--- src/rtl/fft_butterfly_stage.sv ---
// Radix-2 DIT butterfly: (a +/- b*w)/2 with Q1.FRAC_BITS twiddle, 3-stage pipeline,
// a delayed write strobe for the pair register, and a per-stage butterfly counter.
module fft_butterfly_stage #(
   parameter int WORD_SIZE      = 16,
   parameter int FRAC_BITS      = 14,
   parameter int BFLY_PER_STAGE = 8
) (
   input  logic                        clk,
   input  logic                        rst_n,
   input  logic                        in_valid,
   output logic                        in_ready,
   input  logic signed [WORD_SIZE-1:0] in0_re,
   input  logic signed [WORD_SIZE-1:0] in0_im,
   input  logic signed [WORD_SIZE-1:0] in1_re,
   input  logic signed [WORD_SIZE-1:0] in1_im,
   input  logic signed [WORD_SIZE-1:0] tw_re,
   input  logic signed [WORD_SIZE-1:0] tw_im,
   output logic signed [WORD_SIZE-1:0] out0_re,
   output logic signed [WORD_SIZE-1:0] out0_im,
   output logic signed [WORD_SIZE-1:0] out1_re,
   output logic signed [WORD_SIZE-1:0] out1_im,
   output logic                        out_valid,
   output logic                        we,
   output logic                        stage_done
);

   localparam int PW = 2 * WORD_SIZE;
   localparam int SW = PW + 1;
   localparam int CW = (BFLY_PER_STAGE > 1) ? $clog2(BFLY_PER_STAGE) : 1;

   localparam logic signed [SW-1:0] RND  = SW'(2 ** (FRAC_BITS - 1));
   localparam logic signed [SW-1:0] SMAX = SW'(2 ** (WORD_SIZE - 1) - 1);
   localparam logic signed [SW-1:0] SMIN = -SW'(2 ** (WORD_SIZE - 1));
   localparam logic [CW-1:0]        CLAST = CW'(BFLY_PER_STAGE - 1);

   function automatic logic signed [WORD_SIZE-1:0] satWord(input logic signed [SW-1:0] x);
      if (x > SMAX)
         satWord = SMAX[WORD_SIZE-1:0];
      else if (x < SMIN)
         satWord = SMIN[WORD_SIZE-1:0];
      else
         satWord = x[WORD_SIZE-1:0];
   endfunction

   logic w_accept;

   logic                 r_inReady;
   logic                 r_s1Valid;
   logic                 r_s2Valid;
   logic                 r_outValid;
   logic                 r_we;
   logic                 r_stageDone;
   logic [CW-1:0]        r_count;

   logic signed [WORD_SIZE-1:0] r_a1Re, r_a1Im;
   logic signed [PW-1:0]        r_pr, r_pi, r_qr, r_qi;
   logic signed [WORD_SIZE-1:0] r_a2Re, r_a2Im;
   logic signed [WORD_SIZE-1:0] r_bwRe, r_bwIm;
   logic signed [WORD_SIZE-1:0] r_out0Re, r_out0Im, r_out1Re, r_out1Im;

   logic signed [PW-1:0] w_bReExt, w_bImExt, w_wReExt, w_wImExt;
   logic signed [SW-1:0] w_bwRe, w_bwIm, w_bwReSh, w_bwImSh;
   logic signed [WORD_SIZE:0] w_sum0Re, w_sum0Im, w_dif1Re, w_dif1Im;

   assign w_accept = in_valid && r_inReady;

   assign w_bReExt = {{WORD_SIZE{in1_re[WORD_SIZE-1]}}, in1_re};
   assign w_bImExt = {{WORD_SIZE{in1_im[WORD_SIZE-1]}}, in1_im};
   assign w_wReExt = {{WORD_SIZE{tw_re[WORD_SIZE-1]}}, tw_re};
   assign w_wImExt = {{WORD_SIZE{tw_im[WORD_SIZE-1]}}, tw_im};

   // Round half-up before the arithmetic shift, then clamp into one word.
   assign w_bwRe   = {r_pr[PW-1], r_pr} - {r_pi[PW-1], r_pi};
   assign w_bwIm   = {r_qr[PW-1], r_qr} + {r_qi[PW-1], r_qi};
   assign w_bwReSh = (w_bwRe + RND) >>> FRAC_BITS;
   assign w_bwImSh = (w_bwIm + RND) >>> FRAC_BITS;

   // One extra bit keeps the sum exact; dropping its LSB is the truncating halve.
   assign w_sum0Re = {r_a2Re[WORD_SIZE-1], r_a2Re} + {r_bwRe[WORD_SIZE-1], r_bwRe};
   assign w_sum0Im = {r_a2Im[WORD_SIZE-1], r_a2Im} + {r_bwIm[WORD_SIZE-1], r_bwIm};
   assign w_dif1Re = {r_a2Re[WORD_SIZE-1], r_a2Re} - {r_bwRe[WORD_SIZE-1], r_bwRe};
   assign w_dif1Im = {r_a2Im[WORD_SIZE-1], r_a2Im} - {r_bwIm[WORD_SIZE-1], r_bwIm};

   // Control path: ready drops for one cycle after every accept so 'we' always toggles low.
   always_ff @(posedge clk or negedge rst_n) begin
      if (!rst_n) begin
         r_inReady   <= 1'b1;
         r_s1Valid   <= 1'b0;
         r_s2Valid   <= 1'b0;
         r_outValid  <= 1'b0;
         r_we        <= 1'b0;
         r_stageDone <= 1'b0;
         r_count     <= '0;
      end else begin
         r_inReady   <= !w_accept;
         r_s1Valid   <= w_accept;
         r_s2Valid   <= r_s1Valid;
         r_outValid  <= r_s2Valid;
         r_we        <= r_outValid;
         r_stageDone <= r_outValid && (r_count == CLAST);
         if (r_outValid)
            r_count <= (r_count == CLAST) ? '0 : r_count + 1'b1;
      end
   end

   always_ff @(posedge clk or negedge rst_n) begin
      if (!rst_n) begin
         r_a1Re <= '0;
         r_a1Im <= '0;
         r_pr   <= '0;
         r_pi   <= '0;
         r_qr   <= '0;
         r_qi   <= '0;
      end else if (w_accept) begin
         r_a1Re <= in0_re;
         r_a1Im <= in0_im;
         r_pr   <= w_bReExt * w_wReExt;
         r_pi   <= w_bImExt * w_wImExt;
         r_qr   <= w_bReExt * w_wImExt;
         r_qi   <= w_bImExt * w_wReExt;
      end
   end

   always_ff @(posedge clk or negedge rst_n) begin
      if (!rst_n) begin
         r_a2Re <= '0;
         r_a2Im <= '0;
         r_bwRe <= '0;
         r_bwIm <= '0;
      end else if (r_s1Valid) begin
         r_a2Re <= r_a1Re;
         r_a2Im <= r_a1Im;
         r_bwRe <= satWord(w_bwReSh);
         r_bwIm <= satWord(w_bwImSh);
      end
   end

   always_ff @(posedge clk or negedge rst_n) begin
      if (!rst_n) begin
         r_out0Re <= '0;
         r_out0Im <= '0;
         r_out1Re <= '0;
         r_out1Im <= '0;
      end else if (r_s2Valid) begin
         r_out0Re <= w_sum0Re[WORD_SIZE:1];
         r_out0Im <= w_sum0Im[WORD_SIZE:1];
         r_out1Re <= w_dif1Re[WORD_SIZE:1];
         r_out1Im <= w_dif1Im[WORD_SIZE:1];
      end
   end

   assign in_ready   = r_inReady;
   assign out0_re    = r_out0Re;
   assign out0_im    = r_out0Im;
   assign out1_re    = r_out1Re;
   assign out1_im    = r_out1Im;
   assign out_valid  = r_outValid;
   assign we         = r_we;
   assign stage_done = r_stageDone;

endmodule

--- config.mk ---
export PLATFORM = sky130hd
export DESIGN_NAME = fft_butterfly_stage
export DESIGN_NICKNAME = d
export VERILOG_FILES = /design/src/rtl/fft_butterfly_stage.sv
export SDC_FILE = /design/constraint.sdc
export NUM_CORES = 2
export LEC_CHECK = 0
export ABC_CLOCK_PERIOD_IN_PS = 6500
export CAP_MARGIN = 30
export CELL_PAD_IN_SITES_DETAIL_PLACEMENT = 1
export CELL_PAD_IN_SITES_GLOBAL_PLACEMENT = 2
export CORE_MARGIN = 3
export CORE_UTILIZATION = 40
export CTS_CLUSTER_DIAMETER = 100
export DETAILED_ROUTE_END_ITERATION = 12
export PLACE_DENSITY_LB_ADDON = 0.1
export SLEW_MARGIN = 20
export SYNTH_ARGS = -nofsm -noshare
export SYNTH_HDL_FRONTEND = slang
export SYNTH_SLANG_ARGS = --single-unit
--- constraint.sdc ---
create_clock -name clk -period 6.5 [get_ports clk]
set_input_delay 1.3 -clock clk [delete_from_list [all_inputs] [get_ports clk]]
set_output_delay 1.3 -clock clk [all_outputs]
set_load 0.05 [all_outputs]
==> key figures <==
Synth
  – Most used DFF post-synth: dfrtp_1
  – Ys Warns: 0
  – Synth Area per Inst: 9.20 sq um
  – Post-synthesis cell count: 6058
  – Ranking of synthesized cells by area: fa_1 (38%), dfrtp_1 (13%), ha_1 (11%)
  – Synth top area share: 0.378
  – Number of flops mapped to enable cells by yosys: 0
  – Synth cell types: 88
  – Net count after synthesis: 7721
  – Synth area leader: fa_1
  – Mapped Area: 55700 sq um
  – Async SR Flop Fraction: 1.00
  – Register area share after synthesis: 0.133
  – Synth Register Bits: 297

Floorplan
  – IO Pins: 167
  – Initial core utilization: 0.404
  – Core Footprint: 138000 sq um
  – Die area: 144000 sq um
  – Height of the die: 379 um
  – Row cnt: 136
  – Die Span X: 379 um

Global routing
  – Global-route wire length before repair: 294000 um
  – Largest net degree at the start of global routing: 138
  – Gr ovfl total: 0
  – Vias in the first global route: 50000
  – GRT Total Usage: 0.269
  – Antenna violations before repair: 12

Clock tree
  – Clk pin slew, worst setup/hold paths: 0.05 ns
  – CTS Hold Bufs: 0
  – Worst-Skew Late Latency: 0.62 ns
  – CTS tree: done
  – Maximum buffer depth of the clock tree: 3
  – CTS root buffer: clkbuf_16
  – CTS sink cnt: 297
  – CTS HTree Levels: 2
  – CTS Buf Count: 42

Flow run
  – Max Cap Viol: 0

Cells and area
  – Non-Filler Instances: 8796
  – Fillers: 15400
  – Area growth, synth to finish: 29.0%
  – NumNets Final: 8630
  – Share of cells above drive strength 1: 0.238

STA
  – RSZ-0062 raised after global routing: yes
  – Final setup viols: 29
  – Setup TNS: -3.64 ns
  – Max-slew headroom: 0.369
  – Max Clock Freq: 147 MHz
  – Fin. max-slew vios: 0
  – Final worst path period share: 1.05
  – Worst-margin pin slew: 0.923 ns
  – Final Hold Vio Count: 0
  – Clock skew: 0.0489 ns
  – Fin crit period: 6.80 ns
  – Final setup margin: -0.301 ns

Critical path
  – Critical path class: primary input to flip-flop
  – Critical Path Sink Type: flip-flop
  – Startpoint Class: primary input
  – Worst R2R Start: r_pr[7]$_DFFE_PN0P_
  – Worst-path maximum fanout: 4
  – Slowest stage cell, crit path: fa_1
  – CP required: 6.93 ns
  – Arrival @ worst endpoint: 7.23 ns
  – Largest stage delay, worst path: 0.58 ns
  – CP startpoint: tw_re[2]

Outcome
  – Failing checks: setup timing
  – Status: finished with violations

Hold path
  – Min-delay src: r_qi[0]$_DFFE_PN0P_
  – Class of the worst hold path: flip-flop to flip-flop

Placement
  – Port Buffers: 166
  – DP HPWL: 146000 um
  – Placed insts: 8436
  – Gp weighted congestion: 0.876

Drt
  – Avg WL per Cell: 21.7 um
  – Residual DRC count: 0
  – Routed vias: 44600
  – Detailed Route WL: 191000 um
  – 1st-pass router iterations: 5
  – Vias per std cell: 5.07
  – Detail Route Antenna Nets: 0
  – Initial DRC count: 1966
sequential cells by signal, summed over array words and instances (netlist names), 32 cells and up:
register and cells:
r_pi 32, r_qr 32, r_pr 32, r_qi 32
Yosys cell counts (7+ instances only):
| cell | instances |
|---|---|
| o21ai_0 | 136 |
| o2111ai_1 | 8 |
| a21oi_1 | 164 |
| and2_1 | 498 |
| buf_1 | 13 |
| mux2_2 | 53 |
| fa_1 | 1052 |
| nand2b_1 | 45 |
| inv_1 | 1260 |
| a211oi_1 | 11 |
| o21a_1 | 16 |
| a31oi_1 | 18 |
| ha_1 | 512 |
| nand3_1 | 51 |
| o31ai_1 | 14 |
| a31o_2 | 7 |
| o21ai_1 | 50 |
| xor2_1 | 63 |
| a21o_1 | 77 |
| or3_1 | 14 |
| o21bai_1 | 30 |
| xnor2_1 | 152 |
| nand2_1 | 846 |
| a22oi_2 | 8 |
| a22oi_1 | 13 |
| nor2b_1 | 22 |
| and3_1 | 22 |
| o211ai_1 | 12 |
| nand3b_1 | 9 |
| nor3_1 | 39 |
| nor2_1 | 170 |
| dfrtp_1 | 296 |
| clkbuf_1 | 244 |
cells in the final DEF, fill, tap and decap left out, types with 19 or more instances in the layout:
cell type / n
a21o_1: 77
a21oi_1: 122
a21oi_2: 41
and2_1: 419
and2_4: 79
and3_1: 21
buf_12: 125
buf_16: 19
buf_4: 720
buf_6: 92
buf_8: 21
clkbuf_16: 44
clkdlybuf4s50_1: 103
dfrtp_1: 294
fa_1: 974
fa_2: 78
ha_1: 469
ha_4: 37
inv_1: 1163
inv_2: 94
mux2_2: 51
nand2_1: 812
nand2_2: 25
nand2b_1: 43
nand3_1: 44
nor2_1: 156
nor2b_1: 20
nor3_1: 34
o21ai_0: 103
o21ai_1: 64
o21ai_2: 21
o21bai_1: 29
xnor2_1: 141
xor2_1: 58
final cells by class:
| cell class | count | area, sq um | share of cell area |
|---|---|---|---|
| clock inverters | 20 | 230 | 0.00320 |
| flip-flops and latches | 297 | 7440 | 0.104 |
| well taps | 1794 | 2240 | 0.0312 |
| diodes | 2 | 5.00 | 0.0000696 |
| inverters | 1263 | 4750 | 0.0661 |
| multi-input cells | 4238 | 44500 | 0.619 |
| clock buffers | 57 | 1210 | 0.0168 |
| repair buffers | 1125 | 11500 | 0.160 |
metal layers:
metal / vias to the layer above / track usage / share of wire
li1: 20200 / - / -
met1: 23200 / 0.359 / 0.44
met2: 858 / 0.466 / 0.49
met3: 232 / 0.0279 / 0.045
met4: 4 / 0.0681 / 0.030
met5: - / 0 / 0.00014
cells by family (layout without fill, tap and decap cells):
kind of cell | Yosys count | count (layout) | share of synthesized area
DFF | 297 | 297 | 0.133
muxes | 56 | 56 | 0.0115
xor gates and xnor gates | 215 | 215 | 0.0338
and+or+nand+nor | 1752 | 1752 | 0.150
other | 0 | 2 | 0
buffers and inverters | 1523 | 2465 | 0.103
adders and majority gates | 1564 | 1564 | 0.493
AOI/OAI and AO/OA | 651 | 651 | 0.0758
worst paths after layout:
kind / cells after the start / slack (ns) / end
worst min register to register: 2 / 0.47 / r_qi[0]$_DFFE_PN0P_
worst min-delay path: 2 / 0.47 / r_qi[0]$_DFFE_PN0P_
worst max register to register: 13 / 2.45 / r_bwRe[11]$_DFFE_PN0P_
min in group asynchronous: 1 / 0.68 / out0_re[11]$_DFFE_PN0P_
max in group asynchronous: 2 / 4.56 / r_qr[1]$_DFFE_PN0P_
worst max-delay path: 25 / -0.30 / r_qi[31]$_DFFE_PN0P_
worst max-delay path, delay by kind of cell:
kind / cells / cell delay, ns
buffers and inverters: 6 / 0.47
AO/OA/AOI/OAI: 9 / 1.79
XOR/XNOR: 1 / 0.16
adder cells (fa/ha/maj): 7 / 3.22
AND/OR/NAND/NOR: 2 / 0.27
stage by stage:
stage                      util  worst slack, ns  hold WS (ns)  instance area, sq um
after floorplan               -           -0.371         0.412                 56500
after global placement    0.473            -1.24         0.445                 65200
after detailed placement  0.473            -1.30         0.456                 65200
after CTS                 0.510           -0.262         0.466                 70300
after global routing      0.521           -0.496         0.486                 71900
final                     0.521           -0.301         0.466                 71900
timing repair:
| item | 4_1_cts | 5_1_grt |
|---|---|---|
| resized for setup | 626 | 356 |
| pin swaps | 247 | 281 |
| cloned | 32 | 2 |
| endpoints found under the setup margin | 66 | 62 |
| buffers inserted | 189 | 83 |
Power is not shown: default switching activity piles up to over one toggle a cycle in this logic, so the estimate is an artifact.
==> variant, RTL diff (config.mk and constraints unchanged) <==
The parameter `BFLY_PER_STAGE` goes from 8 to 16.
--- a/src/rtl/fft_butterfly_stage.sv
+++ b/src/rtl/fft_butterfly_stage.sv
@@ -3,7 +3,7 @@
 module fft_butterfly_stage #(
    parameter int WORD_SIZE      = 16,
    parameter int FRAC_BITS      = 14,
-   parameter int BFLY_PER_STAGE = 8
+   parameter int BFLY_PER_STAGE = 16
 ) (
    input  logic                        clk,
    input  logic                        rst_n,
Check against the original RTL: no difference found for any inputs over 4 cycles, from zero or initial values and one cycle with rst_n low; that may be too few to reach the edited logic, so the function may still have changed.
==> variant against the original RTL <==
  * The run still ends with negative setup slack left
  * Core utilization rose by 0.70 points
  * Wire length grew 2.8%
  * Setup slack got worse by 0.17 ns
  * Cell area up 1.3%
  * Synthesized cell count is the same
  * Register-to-register slack lost 0.54 ns
  * Fmax down 2.5%
  * Area after synthesis is 0.17% lower
  * Count of clock-buffer cells in the layout fell by 8
  * Sequential cell count up 1
  * Die area down 0.17%
  * Largest cell class unchanged
  * Highest routed layer unchanged
Power is left out: the tool's default activity adds up to more than one toggle a clock period on the data nets, which glitch-free logic cannot reach.
==> variant: results (changes against the original RTL) <==
- Leading cell types by total area after synthesis: sky130_fd_sc_hd__fa_1 (38%), sky130_fd_sc_hd__dfrtp_1 (13%), sky130_fd_sc_hd__ha_1 (11%)
* Maximum number of pins on one net before global-route repair: 136 (-1.4%)
* Detailed Route WL: 196 mm (+2.8%)
* Layout Skew: 0.0244 ns (-0.0245 ns)
* Total clock buffers created by CTS: 40 (-4.8%)
- Final setup violation count: 35 (+21%)
- The multiplexer share of the synthesized area came to 0.0102 (-0.00124).
* Run status: finished, violations left
- The arithmetic-cell share of the synthesized area counting full adders, half adders and majority gates was 0.494 (+0.000629).
- Compound-Gate Fraction of Synth Area: 0.0784 (+0.00261)
- The minimum setup slack among reg-to-reg paths came to 1.91 ns (-0.54 ns).
* Overall via count from detail_route: 44667 (+0.21%)
- Sink of the worst hold path: r_a1Re[3]
* Proportion of layout cells with a drive suffix above 1: 0.247 (+0.00894)
- The sequential cell area fraction in the yosys report was 0.134 (+0.000681).
- The fraction of synthesized cell area in xor and xnor cells came to 0.0337 (-0.0000989).
* Pre-CTS setup slack: -1.59 ns (-0.286 ns)
- The post-route worst setup slack came to -0.473 ns (-0.172 ns).
- The delay of the slowest cell on the worst path was 0.60 ns (+0.02 ns).
- Via count of the first global-routing pass: 50405 (+0.80%)
* Mapped Nets: 7720 (-0.013%)
- Actual transition at the worst max-transition pin: 0.885 ns (-0.0378 ns)
* Launch point of the critical path: tw_re[4]
- The critical path arrival was 7.42 ns (+0.19 ns).
* Count of placed standard cells including taps: 8462 (+0.31%)
* Failing checks: negative setup slack
- The ratio of routed vias to standard cells is 5.06 (about the same).
- Worst r2r dst: r_bwRe[1]
- Leading cell types by count after synthesis: sky130_fd_sc_hd__inv_1 (1271), sky130_fd_sc_hd__fa_1 (1052), sky130_fd_sc_hd__nand2_1 (805)
-- variant: stage by stage --
step | area [µm²] | setup TNS (ns)
global route | 72800 | -14.40
finish | 72800 | -6.63
detailed placement | 65400 | -81.58
floorplan | 56200 | -3.13
global placement | 65400 | -75.15
CTS | 70900 | -5.93
-- variant: cell type report --
| class | instances | area, µm² | area share |
|---|---|---|---|
| clock buffers | 49 | 1080 | 0.0149 |
| multi-input cells | 4225 | 44700 | 0.614 |
| diodes | 1 | 2.50 | 0.0000344 |
| flip-flops and latches | 298 | 7460 | 0.102 |
| repair buffers | 1156 | 12100 | 0.166 |
| inverters | 1273 | 4790 | 0.0658 |
| clock inverters | 25 | 375 | 0.00515 |
| well taps | 1794 | 2240 | 0.0308 |
-- variant: cells by family after synthesis --
logic type	after synthesis
AO/OA/AOI/OAI	692
XOR/XNOR	214
adder cells (fa/ha/maj)	1563
buffers and inverters	1535
flip-flops	298
multiplexers	51
AND/OR/NAND/NOR	1705
-- variant: tightest hold or removal path, cell delays in order, from the launching register on --
cell                      delay [ns]
sky130_fd_sc_hd__dfrtp_1        0.34
sky130_fd_sc_hd__nand2_1        0.05
sky130_fd_sc_hd__nand2_1        0.05
-- variant: per-layer routing --
layer,part of all wire,track usage
met1,0.41,0.348
met2,0.50,0.474
met3,0.049,0.0363
met4,0.039,0.0837
met5,0.00026,0
-- variant: what timing repair did --
| action | in CTS | in global routing |
|---|---|---|
| hold buffers | 0 | 0 |
| pin swaps | 301 | 322 |
| endpoints found under the hold margin | 0 | 0 |
| cloned | 33 | 10 |
| gates resized for setup | 702 | 405 |
| buffers inserted | 190 | 77 |
| endpoints found under the setup margin | 68 | 59 |
